**src/rtl/ldm_stm_seq_if.sv**
```systemverilog
// Decode-side bus of the LDM/STM sequencer: the held decode instruction going in,
// stall/bubble controls and the single-register micro-op coming out.
interface ldm_stm_seq_if #(
  parameter int REGW = 4,
  parameter int XLEN = 32
);
  logic            armD;
  logic            validD;
  logic [31:0]     instrD;
  logic            stallD;
  logic            flushD;
  logic            seq_stall;
  logic            seq_bubble;
  logic            uop_valid;
  logic            uop_load;
  logic [REGW-1:0] uop_base;
  logic [REGW-1:0] uop_rd;
  logic [XLEN-1:0] uop_offset;
  logic            uop_last;
  logic            uop_wb;
  logic [XLEN-1:0] uop_wboff;

  modport master (
    output armD, validD, instrD, stallD, flushD,
    input  seq_stall, seq_bubble, uop_valid, uop_load, uop_base, uop_rd,
    input  uop_offset, uop_last, uop_wb, uop_wboff
  );

  modport slave (
    input  armD, validD, instrD, stallD, flushD,
    output seq_stall, seq_bubble, uop_valid, uop_load, uop_base, uop_rd,
    output uop_offset, uop_last, uop_wb, uop_wboff
  );
endinterface

```
**src/rtl/ldm_stm_seq.sv**
```systemverilog
// Decode-stage LDM/STM sequencer: holds the block transfer in D and issues one
// single-register load/store micro-op per cycle, lowest register first.
module ldm_stm_seq #(
  parameter int REGW = 4,
  parameter int XLEN = 32
) (
  input  logic         clk,
  input  logic         reset,
  ldm_stm_seq_if.slave bus
);

  localparam int NREG = 1 << REGW;
  localparam logic [XLEN-1:0] OFF_STEP = XLEN'(32'd4);

  typedef enum logic [0:0] {
    S_IDLE = 1'b0,
    S_RUN  = 1'b1
  } state_e;

  function automatic logic [REGW:0] popcount(input logic [NREG-1:0] m);
    logic [REGW:0] cnt;
    cnt = {(REGW+1){1'b0}};
    for (int i = 0; i < NREG; i++) begin
      cnt = cnt + {{REGW{1'b0}}, m[i]};
    end
    return cnt;
  endfunction

  function automatic logic [REGW-1:0] lowest_idx(input logic [NREG-1:0] m);
    logic [REGW-1:0] idx;
    idx = {REGW{1'b0}};
    for (int i = NREG - 1; i >= 0; i--) begin
      if (m[i]) begin
        idx = i[REGW-1:0];
      end
    end
    return idx;
  endfunction

  function automatic logic [NREG-1:0] clear_lowest(input logic [NREG-1:0] m);
    return m & (m - {{(NREG-1){1'b0}}, 1'b1});
  endfunction

  function automatic logic single_bit(input logic [NREG-1:0] m);
    return (m != {NREG{1'b0}}) && (clear_lowest(m) == {NREG{1'b0}});
  endfunction

  state_e          state_q, state_d;
  logic [NREG-1:0] mask_q, mask_d;
  logic            w_q, w_d;
  logic            uop_valid_q, uop_valid_d;
  logic            uop_load_q, uop_load_d;
  logic [REGW-1:0] uop_base_q, uop_base_d;
  logic [REGW-1:0] uop_rd_q, uop_rd_d;
  logic [XLEN-1:0] uop_offset_q, uop_offset_d;
  logic            uop_last_q, uop_last_d;
  logic            uop_wb_q, uop_wb_d;
  logic [XLEN-1:0] uop_wboff_q, uop_wboff_d;

  logic            seq_stall_s;
  logic            seq_bubble_s;
  logic [NREG-1:0] list_s;
  logic [REGW:0]   n_s;
  logic [XLEN-1:0] four_n_s;
  logic [XLEN-1:0] neg_four_n_s;
  logic [XLEN-1:0] start_s;
  logic [XLEN-1:0] wboff_s;
  logic            hit_s;
  logic            accept_s;
  logic            unused_s;

  assign list_s       = bus.instrD[NREG-1:0];
  assign n_s          = popcount(list_s);
  assign four_n_s     = {{(XLEN-REGW-1){1'b0}}, n_s} << 2'd2;
  assign neg_four_n_s = {XLEN{1'b0}} - four_n_s;
  assign hit_s        = bus.validD & bus.armD & (bus.instrD[27:25] == 3'b100)
                      & (state_q == S_IDLE) & ~bus.flushD;
  assign accept_s     = hit_s & (n_s != {(REGW+1){1'b0}}) & ~bus.stallD;
  // Condition field and S bit are resolved downstream per micro-op.
  assign unused_s     = ^{bus.instrD[31:28], bus.instrD[22]};

  // Start offset from the P/U addressing mode and the base writeback delta.
  always_comb begin
    start_s = {XLEN{1'b0}};
    case ({bus.instrD[24], bus.instrD[23]})
      2'b01:   start_s = {XLEN{1'b0}};
      2'b11:   start_s = OFF_STEP;
      2'b00:   start_s = OFF_STEP - four_n_s;
      2'b10:   start_s = neg_four_n_s;
      default: start_s = {XLEN{1'b0}};
    endcase
    if (bus.instrD[23]) begin
      wboff_s = four_n_s;
    end else begin
      wboff_s = neg_four_n_s;
    end
  end

  // Next-state, micro-op generation and decode stall/bubble control.
  always_comb begin
    state_d      = state_q;
    mask_d       = mask_q;
    w_d          = w_q;
    uop_valid_d  = uop_valid_q;
    uop_load_d   = uop_load_q;
    uop_base_d   = uop_base_q;
    uop_rd_d     = uop_rd_q;
    uop_offset_d = uop_offset_q;
    uop_last_d   = uop_last_q;
    uop_wb_d     = uop_wb_q;
    uop_wboff_d  = uop_wboff_q;
    seq_stall_s  = 1'b0;
    seq_bubble_s = 1'b0;

    case (state_q)
      S_IDLE: begin
        if (accept_s) begin
          state_d      = S_RUN;
          seq_stall_s  = 1'b1;
          seq_bubble_s = 1'b1;
          w_d          = bus.instrD[21];
          mask_d       = clear_lowest(list_s);
          uop_valid_d  = 1'b1;
          uop_load_d   = bus.instrD[20];
          uop_base_d   = bus.instrD[19:16];
          uop_rd_d     = lowest_idx(list_s);
          uop_offset_d = start_s;
          uop_last_d   = single_bit(list_s);
          uop_wb_d     = bus.instrD[21] & single_bit(list_s);
          uop_wboff_d  = wboff_s;
        end else begin
          state_d = S_IDLE;
        end
      end
      S_RUN: begin
        seq_bubble_s = 1'b1;
        // Release D in the cycle the final micro-op is presented, unless held.
        seq_stall_s  = ~uop_last_q | bus.stallD;
        if (bus.stallD) begin
          state_d = S_RUN;
        end else if (uop_last_q) begin
          state_d     = S_IDLE;
          mask_d      = {NREG{1'b0}};
          uop_valid_d = 1'b0;
          uop_last_d  = 1'b0;
          uop_wb_d    = 1'b0;
        end else begin
          uop_rd_d     = lowest_idx(mask_q);
          uop_offset_d = uop_offset_q + OFF_STEP;
          uop_last_d   = single_bit(mask_q);
          uop_wb_d     = w_q & single_bit(mask_q);
          mask_d       = clear_lowest(mask_q);
        end
      end
      default: begin
        state_d = S_IDLE;
      end
    endcase

    if (bus.flushD) begin
      state_d     = S_IDLE;
      mask_d      = {NREG{1'b0}};
      uop_valid_d = 1'b0;
      uop_last_d  = 1'b0;
      uop_wb_d    = 1'b0;
    end else begin
      state_d = state_d;
    end
  end

  // State and micro-op registers.
  always_ff @(posedge clk) begin
    if (reset) begin
      state_q      <= S_IDLE;
      mask_q       <= {NREG{1'b0}};
      w_q          <= 1'b0;
      uop_valid_q  <= 1'b0;
      uop_load_q   <= 1'b0;
      uop_base_q   <= {REGW{1'b0}};
      uop_rd_q     <= {REGW{1'b0}};
      uop_offset_q <= {XLEN{1'b0}};
      uop_last_q   <= 1'b0;
      uop_wb_q     <= 1'b0;
      uop_wboff_q  <= {XLEN{1'b0}};
    end else begin
      state_q      <= state_d;
      mask_q       <= mask_d;
      w_q          <= w_d;
      uop_valid_q  <= uop_valid_d;
      uop_load_q   <= uop_load_d;
      uop_base_q   <= uop_base_d;
      uop_rd_q     <= uop_rd_d;
      uop_offset_q <= uop_offset_d;
      uop_last_q   <= uop_last_d;
      uop_wb_q     <= uop_wb_d;
      uop_wboff_q  <= uop_wboff_d;
    end
  end

  assign bus.seq_stall  = seq_stall_s;
  assign bus.seq_bubble = seq_bubble_s;
  assign bus.uop_valid  = uop_valid_q;
  assign bus.uop_load   = uop_load_q;
  assign bus.uop_base   = uop_base_q;
  assign bus.uop_rd     = uop_rd_q;
  assign bus.uop_offset = uop_offset_q;
  assign bus.uop_last   = uop_last_q;
  assign bus.uop_wb     = uop_wb_q;
  assign bus.uop_wboff  = uop_wboff_q;

endmodule

```
**src/flat_wrapper.sv**
```systemverilog
// flat-port wrapper written by rule: the top's interface ports become plain ports
module ldm_stm_seq_flat 
#(
  parameter int REGW = 4,
  parameter int XLEN = 32
)
  (clk, reset, bus_armD, bus_validD, bus_instrD, bus_stallD, bus_flushD, bus_seq_stall, bus_seq_bubble, bus_uop_valid, bus_uop_load, bus_uop_base, bus_uop_rd, bus_uop_offset, bus_uop_last, bus_uop_wb, bus_uop_wboff);
  ldm_stm_seq_if #(.REGW(REGW), .XLEN(XLEN)) bus_i ();
  input  logic clk;
  input  logic reset;
  input wire logic [$bits(bus_i.armD)-1:0] bus_armD;
  input wire logic [$bits(bus_i.validD)-1:0] bus_validD;
  input wire logic [$bits(bus_i.instrD)-1:0] bus_instrD;
  input wire logic [$bits(bus_i.stallD)-1:0] bus_stallD;
  input wire logic [$bits(bus_i.flushD)-1:0] bus_flushD;
  output wire logic [$bits(bus_i.seq_stall)-1:0] bus_seq_stall;
  output wire logic [$bits(bus_i.seq_bubble)-1:0] bus_seq_bubble;
  output wire logic [$bits(bus_i.uop_valid)-1:0] bus_uop_valid;
  output wire logic [$bits(bus_i.uop_load)-1:0] bus_uop_load;
  output wire logic [$bits(bus_i.uop_base)-1:0] bus_uop_base;
  output wire logic [$bits(bus_i.uop_rd)-1:0] bus_uop_rd;
  output wire logic [$bits(bus_i.uop_offset)-1:0] bus_uop_offset;
  output wire logic [$bits(bus_i.uop_last)-1:0] bus_uop_last;
  output wire logic [$bits(bus_i.uop_wb)-1:0] bus_uop_wb;
  output wire logic [$bits(bus_i.uop_wboff)-1:0] bus_uop_wboff;
  assign bus_i.armD = bus_armD;
  assign bus_i.validD = bus_validD;
  assign bus_i.instrD = bus_instrD;
  assign bus_i.stallD = bus_stallD;
  assign bus_i.flushD = bus_flushD;
  assign bus_seq_stall = bus_i.seq_stall;
  assign bus_seq_bubble = bus_i.seq_bubble;
  assign bus_uop_valid = bus_i.uop_valid;
  assign bus_uop_load = bus_i.uop_load;
  assign bus_uop_base = bus_i.uop_base;
  assign bus_uop_rd = bus_i.uop_rd;
  assign bus_uop_offset = bus_i.uop_offset;
  assign bus_uop_last = bus_i.uop_last;
  assign bus_uop_wb = bus_i.uop_wb;
  assign bus_uop_wboff = bus_i.uop_wboff;
  ldm_stm_seq #(.REGW(REGW), .XLEN(XLEN)) u_core (.clk(clk), .reset(reset), .bus(bus_i));
endmodule
```
**config.mk**
```make
export PLATFORM = sky130hd
export DESIGN_NAME = ldm_stm_seq_flat
export DESIGN_NICKNAME = d
export VERILOG_FILES = /design/src/rtl/ldm_stm_seq_if.sv /design/src/rtl/ldm_stm_seq.sv /design/src/flat_wrapper.sv
export SDC_FILE = /design/constraint.sdc
export NUM_CORES = 1
export LEC_CHECK = 0
export CAP_MARGIN = 20
export CORE_UTILIZATION = 51
export CTS_CLUSTER_SIZE = 30
export DETAILED_ROUTE_END_ITERATION = 7
export GPL_ROUTABILITY_DRIVEN = 0
export PLACE_DENSITY = 0.82
export SYNTH_ARGS = -nofsm -noshare
export SYNTH_HDL_FRONTEND = slang
export SYNTH_SLANG_ARGS = --single-unit
export TNS_END_PERCENT = 100
```
**constraint.sdc**
```tcl
create_clock -name clk -period 7.85 [get_ports clk]
set_input_delay 0.785 -clock clk [delete_from_list [all_inputs] [get_ports clk]]
set_output_delay 0.785 -clock clk [all_outputs]
set_load 0.02 [all_outputs]
```
==> results.json, run 1 <==
{
  "status": "complete, no violations",
  "grt_pass1_wl_um": 23500,
  "dieWidth_um": 99.7,
  "slew_headroom": 0.374,
  "timing.final.crit_share": 0.962,
  "nets": 783,
  "yosys.area_share.adder": 0.0720,
  "seq_area_frac_synth": 0.267,
  "ios": 116,
  "die_area_um2": 9930,
  "ys_async_sr_fraction": 0,
  "routed_wl_um": 14500,
  "synthXorXnorAreaFrac": 0.0157,
  "portBuffers": 106,
  "tightest_slew_ns": 0.930,
  "routedWlPerCell_um": 16.9,
  "cts.sinks": 65,
  "synth-edff-count": 0,
  "synth_top_family_by_area": "compound AO/OA/AOI/OAI gates",
  "remaining_drc_errors": 0,
  "synth_ff_type": "dfxtp_1",
  "synth_cells": 652,
  "netlist_area_um2": 4860,
  "synth.distinct_cells": 74,
  "synth_common_cells": "dfxtp_1 (65), nor2_1 (63), nand2_1 (60)",
  "synth_top_area_cell": "dfxtp_1",
  "viasPerCell": 6.24,
  "clock_latency_ns": 0.35,
  "grt_pass1_vias": 4831,
  "yosys_register_bits": 65,
  "maxCapViolCount": 0,
  "ant_nets": 0,
  "grt.total_usage": 0.295,
  "critPathKind": "in2out",
  "start_util": 0.526,
  "hold_class": "reg2reg",
  "hold_viol": 0,
  "end_kind": "output port",
  "yosys.area_share.simple": 0.239,
  "drive_gt1_frac": 0.0729,
  "coreArea_um2": 9240,
  "std_cell_rows": 35,
  "yosysWarnings": 0,
  "diodes": 0,
  "grt_overflow_total": 0,
  "htree_levels": 3,
  "cp_max_fo": 6,
  "fin_crit_ns": 7.55,
  "cts.path.max_buffers": 2,
  "ir_worst_vdd_uv": 188,
  "syn2layout_area_growth_pct": 24.1,
  "clkSlewWorstSetupHoldPaths_ns": 0.07,
  "die_h_um": 99.7,
  "fin_skew_ns": 0.0110,
  "worstPathRequired_ns": 7.07,
  "synth_compound_area_frac": 0.282,
  "power_density_nw_per_um2": 185,
  "cts_hold_buf": 0,
  "leakage_nw": 2.04,
  "max_freq_mhz": 132,
  "root_buffer": "clkbuf_8",
  "setup_violations": 0,
  "start_kind": "input pin",
  "yosysMostFrequentCell": "dfxtp_1",
  "first_pass_iters": 5,
  "hpwlAfterDp_um": 10400,
  "drtIter0Drc": 528,
  "cts_tree": "built",
  "grt_max_degree": 44,
  "tns_ns": 0,
  "vias": 5340,
  "finalMaxSlewViolations": 0,
  "synthMuxAreaShare": 0.0175,
  "rsz0062_at_grt": "false",
  "synth_top_area_frac": 0.267,
  "crit_arrival_ns": 6.77,
  "antenna_found_initial": 0,
  "synthTopCellsByArea": "dfxtp_1 (27%), o21ai_0 (6.1%), a21oi_1 (5.5%)",
  "cts_buffers": 9,
  "whs_ns": 0.456,
  "synth.avg_cell_area_um2": 7.46
}
-- cell families (layout without fill, tap and decap cells) --
kind of cell	Yosys count	after routing
and+or+nand+nor	231	231
xor gates and xnor gates	7	7
adders and majority gates	22	22
buffers and inverters	103	175
AOI/OAI and AO/OA	215	215
other	1	4
DFF	65	65
muxes	8	8
-- flip-flops by register name (all words and copies together), names as in the netlist --
signal                 count
u_core.bus.uop_base        4
u_core.state_q             1
u_core.mask_q             15
u_core.bus.uop_offset     30
u_core.bus.uop_last        1
u_core.bus.uop_rd          4
u_core.bus.uop_wboff       6
u_core.bus.uop_load        1
u_core.bus.uop_valid       1
u_core.bus.uop_wb          1
u_core.w_q                 1
-- through the flow --
step | utilization | setup slack (ns) | total power, mW | area, um^2 | cells
after floorplan | - | 1.43 | 0.685 | 4880 | 655
after global placement | 0.629 | 0.148 | 0.796 | 5810 | 839
after detailed placement | 0.629 | -0.0859 | 0.813 | 5810 | 839
after CTS | 0.651 | 0.00195 | 1.11 | 6020 | 854
after global routing | 0.653 | 0.0123 | 1.18 | 6040 | 856
final | 0.653 | 0.298 | 1.11 | 6040 | 856
-- cell usage in the layout (no fill, tap or decap), drive strengths merged, types with 3 or more instances in the layout --
cell type,netlist,routed
a2111oi,3,3
a211oi,12,12
a21o,3,3
a21oi,54,54
a221oi,5,5
a22o,3,3
a31oi,12,12
a32o,4,4
a32oi,6,6
and3,4,4
buf,31,10
clkbuf,28,10
clkdlybuf4s50,0,106
clkinv,1,4
conb,1,4
dfxtp,65,65
fa,10,10
ha,12,12
inv,43,43
mux2,4,4
mux2i,4,4
nand2,60,60
nand2b,10,10
nand3,18,18
nand4,11,11
nand4b,3,3
nor2,63,63
nor2b,4,4
nor3,17,17
nor4,15,15
nor4b,3,3
o211ai,4,4
o21a,4,4
o21ai,68,68
o31a,4,4
o31ai,14,14
or2,8,8
or3,3,3
or4,3,3
xnor2,6,6
-- layout make-up --
type | count | area [um^2]
clock buffer | 10 | 138
clock inverter | 5 | 56.3
fill | 792 | 3200
inverter | 44 | 165
multi-input combinational | 487 | 3080
sequential | 65 | 1300
tap | 129 | 161
timing repair buffer | 116 | 1140
-- metal layers --
layer | up-vias | share of wire | GRT usage
met5 | - | 0 | 0
met4 | 0 | 0.026 | 0.124
met3 | 37 | 0.10 | 0.0513
met2 | 343 | 0.45 | 0.457
met1 | 2472 | 0.42 | 0.404
li1 | 2488 | - | -
-- worst max-delay path, stage by stage --
cell,delay [ns]
clkdlybuf4s50_1,0.60
inv_1,0.13
ha_1,0.29
inv_1,0.05
fa_1,0.47
inv_1,0.05
fa_1,0.48
fa_1,0.52
inv_1,0.06
fa_1,0.44
fa_1,0.42
fa_1,0.50
xnor2_2,0.31
inv_1,0.10
nand2_1,0.07
nor2_1,0.04
ha_1,0.19
nor4b_2,0.29
nand3b_1,0.11
buf_4,0.18
nand2_1,0.07
clkdlybuf4s50_1,0.61
-- where the power goes --
part,switching (mW),internal [mW]
logic,0.269,0.220
registers,0.00343,0.332
clock network,0.136,0.153
total,0.409,0.706
-- final timing paths --
check	end	startpoint	slack, ns	depth (start not counted)
max reg2reg	u_core.bus.uop_offset[28]$_SDFFE_PP0P_	u_core.state_q$_SDFF_PP0_	5.23	6
min	u_core.bus.uop_base[3]$_SDFFE_PP0P_	u_core.bus.uop_base[3]$_SDFFE_PP0P_	0.46	2
max	bus_seq_bubble	bus_instrD[1]	0.30	22
min reg2reg	u_core.bus.uop_base[3]$_SDFFE_PP0P_	u_core.bus.uop_base[3]$_SDFFE_PP0P_	0.46	2
-- what timing repair did --
action                                  in CTS  in global routing
resized for setup                            1                  1
endpoints found under the setup margin       2                  2
pin swaps                                    0                  1
buffers inserted                             0                  2
No activity file was read; power rests on OpenSTA's default activity.
==> run 2: changes to the inputs <==
GPL_TIMING_DRIVEN = 0   (was not set)
SETUP_SLACK_MARGIN = 0.02   (was not set)
==> run 2 against run 1 <==
First-iteration DRC count grew 12%. Flip-flop and latch count is the same. Total power grew 5.2%. Critical path type is now in2reg. Largest cell class unchanged.
==> results.json, run 2 (synthesized netlist as in run 1, its figures left out) <==
{
  "crit_chain": "clkdlybuf4s50_1, inv_1, ha_1, inv_1, fa_1, inv_1, fa_1, fa_1, inv_1, fa_1, fa_1, fa_1, xnor2_2, inv_1, nand2_1, nor2_1, ha_1, nor4b_4, nand2_1, nor2_1, clkbuf_1, o211ai_1, a21oi_1",
  "syn2layout_area_growth_pct": 30.7,
  "portBuffers": 105,
  "coreArea_um2": 9240,
  "ir_worst_vdd_uv": 203,
  "hold_viol": 0,
  "status": "complete, no violations",
  "timing.final.crit_share": 0.937,
  "end_kind": "flop",
  "layout_common_cells": "clkdlybuf4s50_1 (102), dfxtp_1 (65), nor2_1 (62), nand2_1 (60), o21ai_0 (59)",
  "start_util": 0.526,
  "grt_pass1_wl_um": 25700,
  "remaining_drc_errors": 0,
  "max_freq_mhz": 136,
  "vias": 5705,
  "tightest_slew_ns": 0.979,
  "crit_buf_inv": 7,
  "hold_depth": 2,
  "tns_ns": 0,
  "routedWlPerCell_um": 17.5,
  "grt_overflow_total": 0,
  "maxCapViolCount": 0,
  "worstPathRequired_ns": 8.13,
  "final_common_cell": "clkdlybuf4s50_1",
  "die_area_um2": 9930,
  "critPathMaxStageDelay_ns": 0.64,
  "first_pass_iters": 5,
  "start_kind": "input pin",
  "leakage_nw": 2.26,
  "setup_violations": 0,
  "crit_top_cell": "fa_1",
  "hold_class": "reg2reg",
  "hpwlAfterDp_um": 11800,
  "antenna_found_initial": 0,
  "die_h_um": 99.7,
  "slew_headroom": 0.341,
  "cts_hold_buf": 0,
  "std_cell_rows": 35,
  "ios": 116,
  "cts_buffers": 9,
  "ant_nets": 0,
  "cts_tree": "built",
  "htree_levels": 3,
  "root_buffer": "clkbuf_8",
  "crit_arrival_ns": 7.63,
  "drtIter0Drc": 589,
  "grt.total_usage": 0.326,
  "fin_crit_ns": 7.35,
  "clkSlewWorstSetupHoldPaths_ns": 0.07,
  "ff2ff_path_depth": 7,
  "cts.sinks": 65,
  "dieWidth_um": 99.7,
  "drive_gt1_frac": 0.0976,
  "worstSetupPathDepth": 23,
  "power_density_nw_per_um2": 184,
  "diodes": 0,
  "critPathKind": "in2reg",
  "cts.path.max_buffers": 2,
  "cp_max_fo": 10,
  "routed_wl_um": 15900,
  "rsz0062_at_grt": "false",
  "nets": 834,
  "whs_ns": 0.453,
  "clock_latency_ns": 0.36,
  "viasPerCell": 6.28,
  "cp_top_family": "adder cells",
  "grt_pass1_vias": 5132,
  "grt_max_degree": 27,
  "largest_register_ff_count": 30,
  "finalMaxSlewViolations": 0,
  "fin_skew_ns": 0.0180,
  "slowest_stage": "nor2_1"
}
-- run 2: what timing repair did --
item	CTS	global route
endpoints found under the setup margin	2	4
setup buffers	1	1
pin swaps	2	1
resized for setup	4	5
-- run 2: final timing paths --
check	from	to	slack, ns
worst min register to register	u_core.bus.uop_base[2]$_SDFFE_PP0P_	u_core.bus.uop_base[2]$_SDFFE_PP0P_	0.45
worst max register to register	u_core.state_q$_SDFF_PP0_	u_core.bus.uop_wboff[30]$_SDFFE_PP0P_	4.91
worst max-delay path	bus_instrD[1]	u_core.bus.uop_wboff[30]$_SDFFE_PP0P_	0.50
worst min-delay path	u_core.bus.uop_base[2]$_SDFFE_PP0P_	u_core.bus.uop_base[2]$_SDFFE_PP0P_	0.45
-- run 2: tightest hold or removal path, stage by stage (launching register included) --
cell,delay (ns)
dfxtp_1,0.31
nand2_1,0.05
a21oi_1,0.05
-- run 2: area by class of cell --
| class | instances | area [um^2] |
|---|---|---|
| clock buffers | 10 | 128 |
| flip-flops and latches | 65 | 1300 |
| inverters | 44 | 165 |
| multi-input cells | 487 | 3080 |
| repair buffers | 108 | 1070 |
| fillers | 780 | 2880 |
| well taps | 129 | 161 |
| clock inverters | 6 | 91.3 |
| plain buffers | 59 | 352 |
-- run 2: stage by stage --
| step | instance area [um^2] | power (mW) | util | instances | setup WS, ns |
|---|---|---|---|---|---|
| after detailed placement | 6090 | 0.813 | 0.659 | 890 | -0.662 |
| after floorplan | 4880 | 0.685 | - | 655 | 1.43 |
| after CTS | 6330 | 1.14 | 0.685 | 907 | 0.0242 |
| after global routing | 6360 | 1.24 | 0.688 | 908 | 0.129 |
| final | 6360 | 1.17 | 0.688 | 908 | 0.498 |
| after global placement | 6090 | 0.792 | 0.659 | 889 | -0.488 |
-- run 2: routing by layer --
metal	track usage	share of wire	vias up
li1	-	-	2591
met2	0.523	0.45	421
met5	0	0	-
met1	0.428	0.40	2638
met4	0.140	0.032	0
met3	0.0639	0.12	55
-- run 2: report_power, final --
part / internal, mW / switching, mW
clock network: 0.181 / 0.145
logic: 0.228 / 0.283
registers: 0.332 / 0.00354
total: 0.741 / 0.431
==> run 3: changes to the inputs <==
clock period = 8.45 ns   (was 7.85 ns; I/O delays follow)
==> run 3 against run 2 <==
Hold slack hardly changed. Flip-flop and latch count stayed put. Cell area is 0.37% lower. First-iteration DRC count is 0.34% lower. Clock power is 7.1% lower. Highest routed layer unchanged. Total power is 8.5% lower. Core utilization is 0.26 points lower. Critical path type is now in2out.
==> results.json, run 3 (synthesized netlist as in run 1, its figures left out) <==
{
  "status": "complete, no violations",
  "critPathKind": "in2out",
  "cts_buffers": 9,
  "drtIter0Drc": 587,
  "hpwlAfterDp_um": 11800,
  "cts_tree": "built",
  "ir_worst_vdd_uv": 187,
  "power_frac_clock": 0.281,
  "syn2layout_area_growth_pct": 30.2,
  "viasPerCell": 6.26,
  "rsz0062_at_grt": "false",
  "ios": 116,
  "routedWlPerCell_um": 17.5,
  "nets": 833,
  "pre_cts_ws_ns": -0.182,
  "maxCapViolCount": 0,
  "largest_register_ff_count": 30,
  "coreArea_um2": 9240,
  "whs_ns": 0.453,
  "htree_levels": 3,
  "crit_arrival_ns": 7.24,
  "std_cell_rows": 35,
  "clock_latency_ns": 0.35,
  "cts_hold_buf": 0,
  "slew_headroom": 0.333,
  "drive_gt1_frac": 0.0938,
  "fin_skew_ns": 0.0174,
  "grt_overflow_total": 0,
  "final_common_cell": "clkdlybuf4s50_1",
  "dieWidth_um": 99.7,
  "grt_max_degree": 27,
  "grt_pass1_vias": 5138,
  "power_density_nw_per_um2": 169,
  "die_area_um2": 9930,
  "leakage_nw": 2.21,
  "fin_crit_ns": 8.08,
  "hold_viol": 0,
  "power.switching_mw": 0.394,
  "timing.final.crit_share": 0.957,
  "portBuffers": 105,
  "start_util": 0.526,
  "cp_max_fo": 10,
  "nFillCells": 786,
  "power.total_mw": 1.07,
  "first_pass_iters": 7,
  "worstPathRequired_ns": 7.61,
  "setup_ws_ns": 0.366,
  "ant_nets": 0,
  "layout_common_cells": "clkdlybuf4s50_1 (105), dfxtp_1 (65), nor2_1 (63), nand2_1 (60), o21ai_0 (59)",
  "tightest_slew_ns": 0.991,
  "comb_power_share": 0.428,
  "vias": 5677,
  "grt.total_usage": 0.326,
  "hold_class": "reg2reg",
  "cts.path.max_buffers": 2,
  "remaining_drc_errors": 0,
  "dpl_cell_area_um2": 6090,
  "die_h_um": 99.7,
  "start_kind": "input pin",
  "max_freq_mhz": 124,
  "cts.sinks": 65,
  "end_kind": "output port",
  "routed_wl_um": 15900,
  "tns_ns": 0,
  "root_buffer": "clkbuf_8",
  "swShare": 0.367,
  "setup_violations": 0,
  "pwr-share-seq": 0.291,
  "clkSlewWorstSetupHoldPaths_ns": 0.06,
  "power.internal_mw": 0.679,
  "antenna_found_initial": 0,
  "finalMaxSlewViolations": 0,
  "postLayoutCellArea_um2": 6330,
  "diodes": 0,
  "grt_pass1_wl_um": 25700
}
## run 3: cell count changes in the layout (fill, tap and decap cells not counted)
cell             before  now
clkdlybuf4s50_1     102  105
dlymetal6s2s_1        2    0
buf_2                 2    1
buf_4                30   29
clkbuf_1             28   29
dlygate4sd2_1         1    0
nor2_1               62   63
nor2_2                1    0
nor4b_2               0    1
nor4b_4               1    0
## run 3: worst max-delay path, stage by stage
cell and delay (ns):
clkdlybuf4s50_1 0.66, inv_1 0.13, ha_1 0.30, inv_1 0.05, fa_1 0.48, inv_1 0.06
fa_1 0.49, fa_1 0.52, inv_1 0.05, fa_1 0.46, fa_1 0.42, fa_1 0.50
xnor2_2 0.30, inv_1 0.11, nand2_1 0.09, nor2_1 0.04, ha_1 0.21, nor4b_2 0.34
nand3b_1 0.21, clkbuf_1 0.26, nand2_1 0.12, clkdlybuf4s50_1 0.61
## run 3: final timing paths
check                                       from                                     to  slack, ns  cells past startpoint
min reg2reg  u_core.bus.uop_base[2]$_SDFFE_PP0P_    u_core.bus.uop_base[2]$_SDFFE_PP0P_       0.45                      2
max                                bus_instrD[0]                          bus_seq_stall       0.37                     22
min          u_core.bus.uop_base[2]$_SDFFE_PP0P_    u_core.bus.uop_base[2]$_SDFFE_PP0P_       0.45                      2
max reg2reg            u_core.state_q$_SDFF_PP0_  u_core.bus.uop_wboff[30]$_SDFFE_PP0P_       5.46                      7
## run 3: layout make-up
cell class,count,area [um^2],share of cell area
plain buffers,59,350,0.0553
clock buffers,10,128,0.0202
clock inverters,6,91.3,0.0144
inverters,44,165,0.0261
multi-input cells,487,3070,0.485
flip-flops and latches,65,1300,0.205
well taps,129,161,0.0255
repair buffers,107,1060,0.168
## run 3: metal layers
metal / vias up / part of all wire / global-route usage
li1: 2589 / - / -
met5: - / 0 / 0
met3: 59 / 0.11 / 0.0647
met4: 0 / 0.032 / 0.138
met2: 442 / 0.45 / 0.523
met1: 2587 / 0.40 / 0.428
## run 3: metrics by stage
stage	instances	util
6_report	907	0.685
5_1_grt	907	0.685
3_5_place_dp	890	0.659
2_1_floorplan	655	-
3_3_place_gp	889	0.659
4_1_cts	907	0.684
## run 3: power groups by stage
stage          Combinational [mW]  Sequential, mW  Clock, mW
2_1_floorplan               0.315           0.321          0
3_3_place_gp                0.417           0.319          0
3_5_place_dp                0.436           0.319          0
4_1_cts                     0.441           0.312      0.302
5_1_grt                     0.505           0.312      0.316
6_report                    0.459           0.312      0.302
## run 3: timing repair
item | CTS | global route
setup buffers | 1 | 0
gates resized for setup | 0 | 2
gates cloned | 0 | 0
endpoints found under the setup margin | 2 | 2
pin swaps | 1 | 0
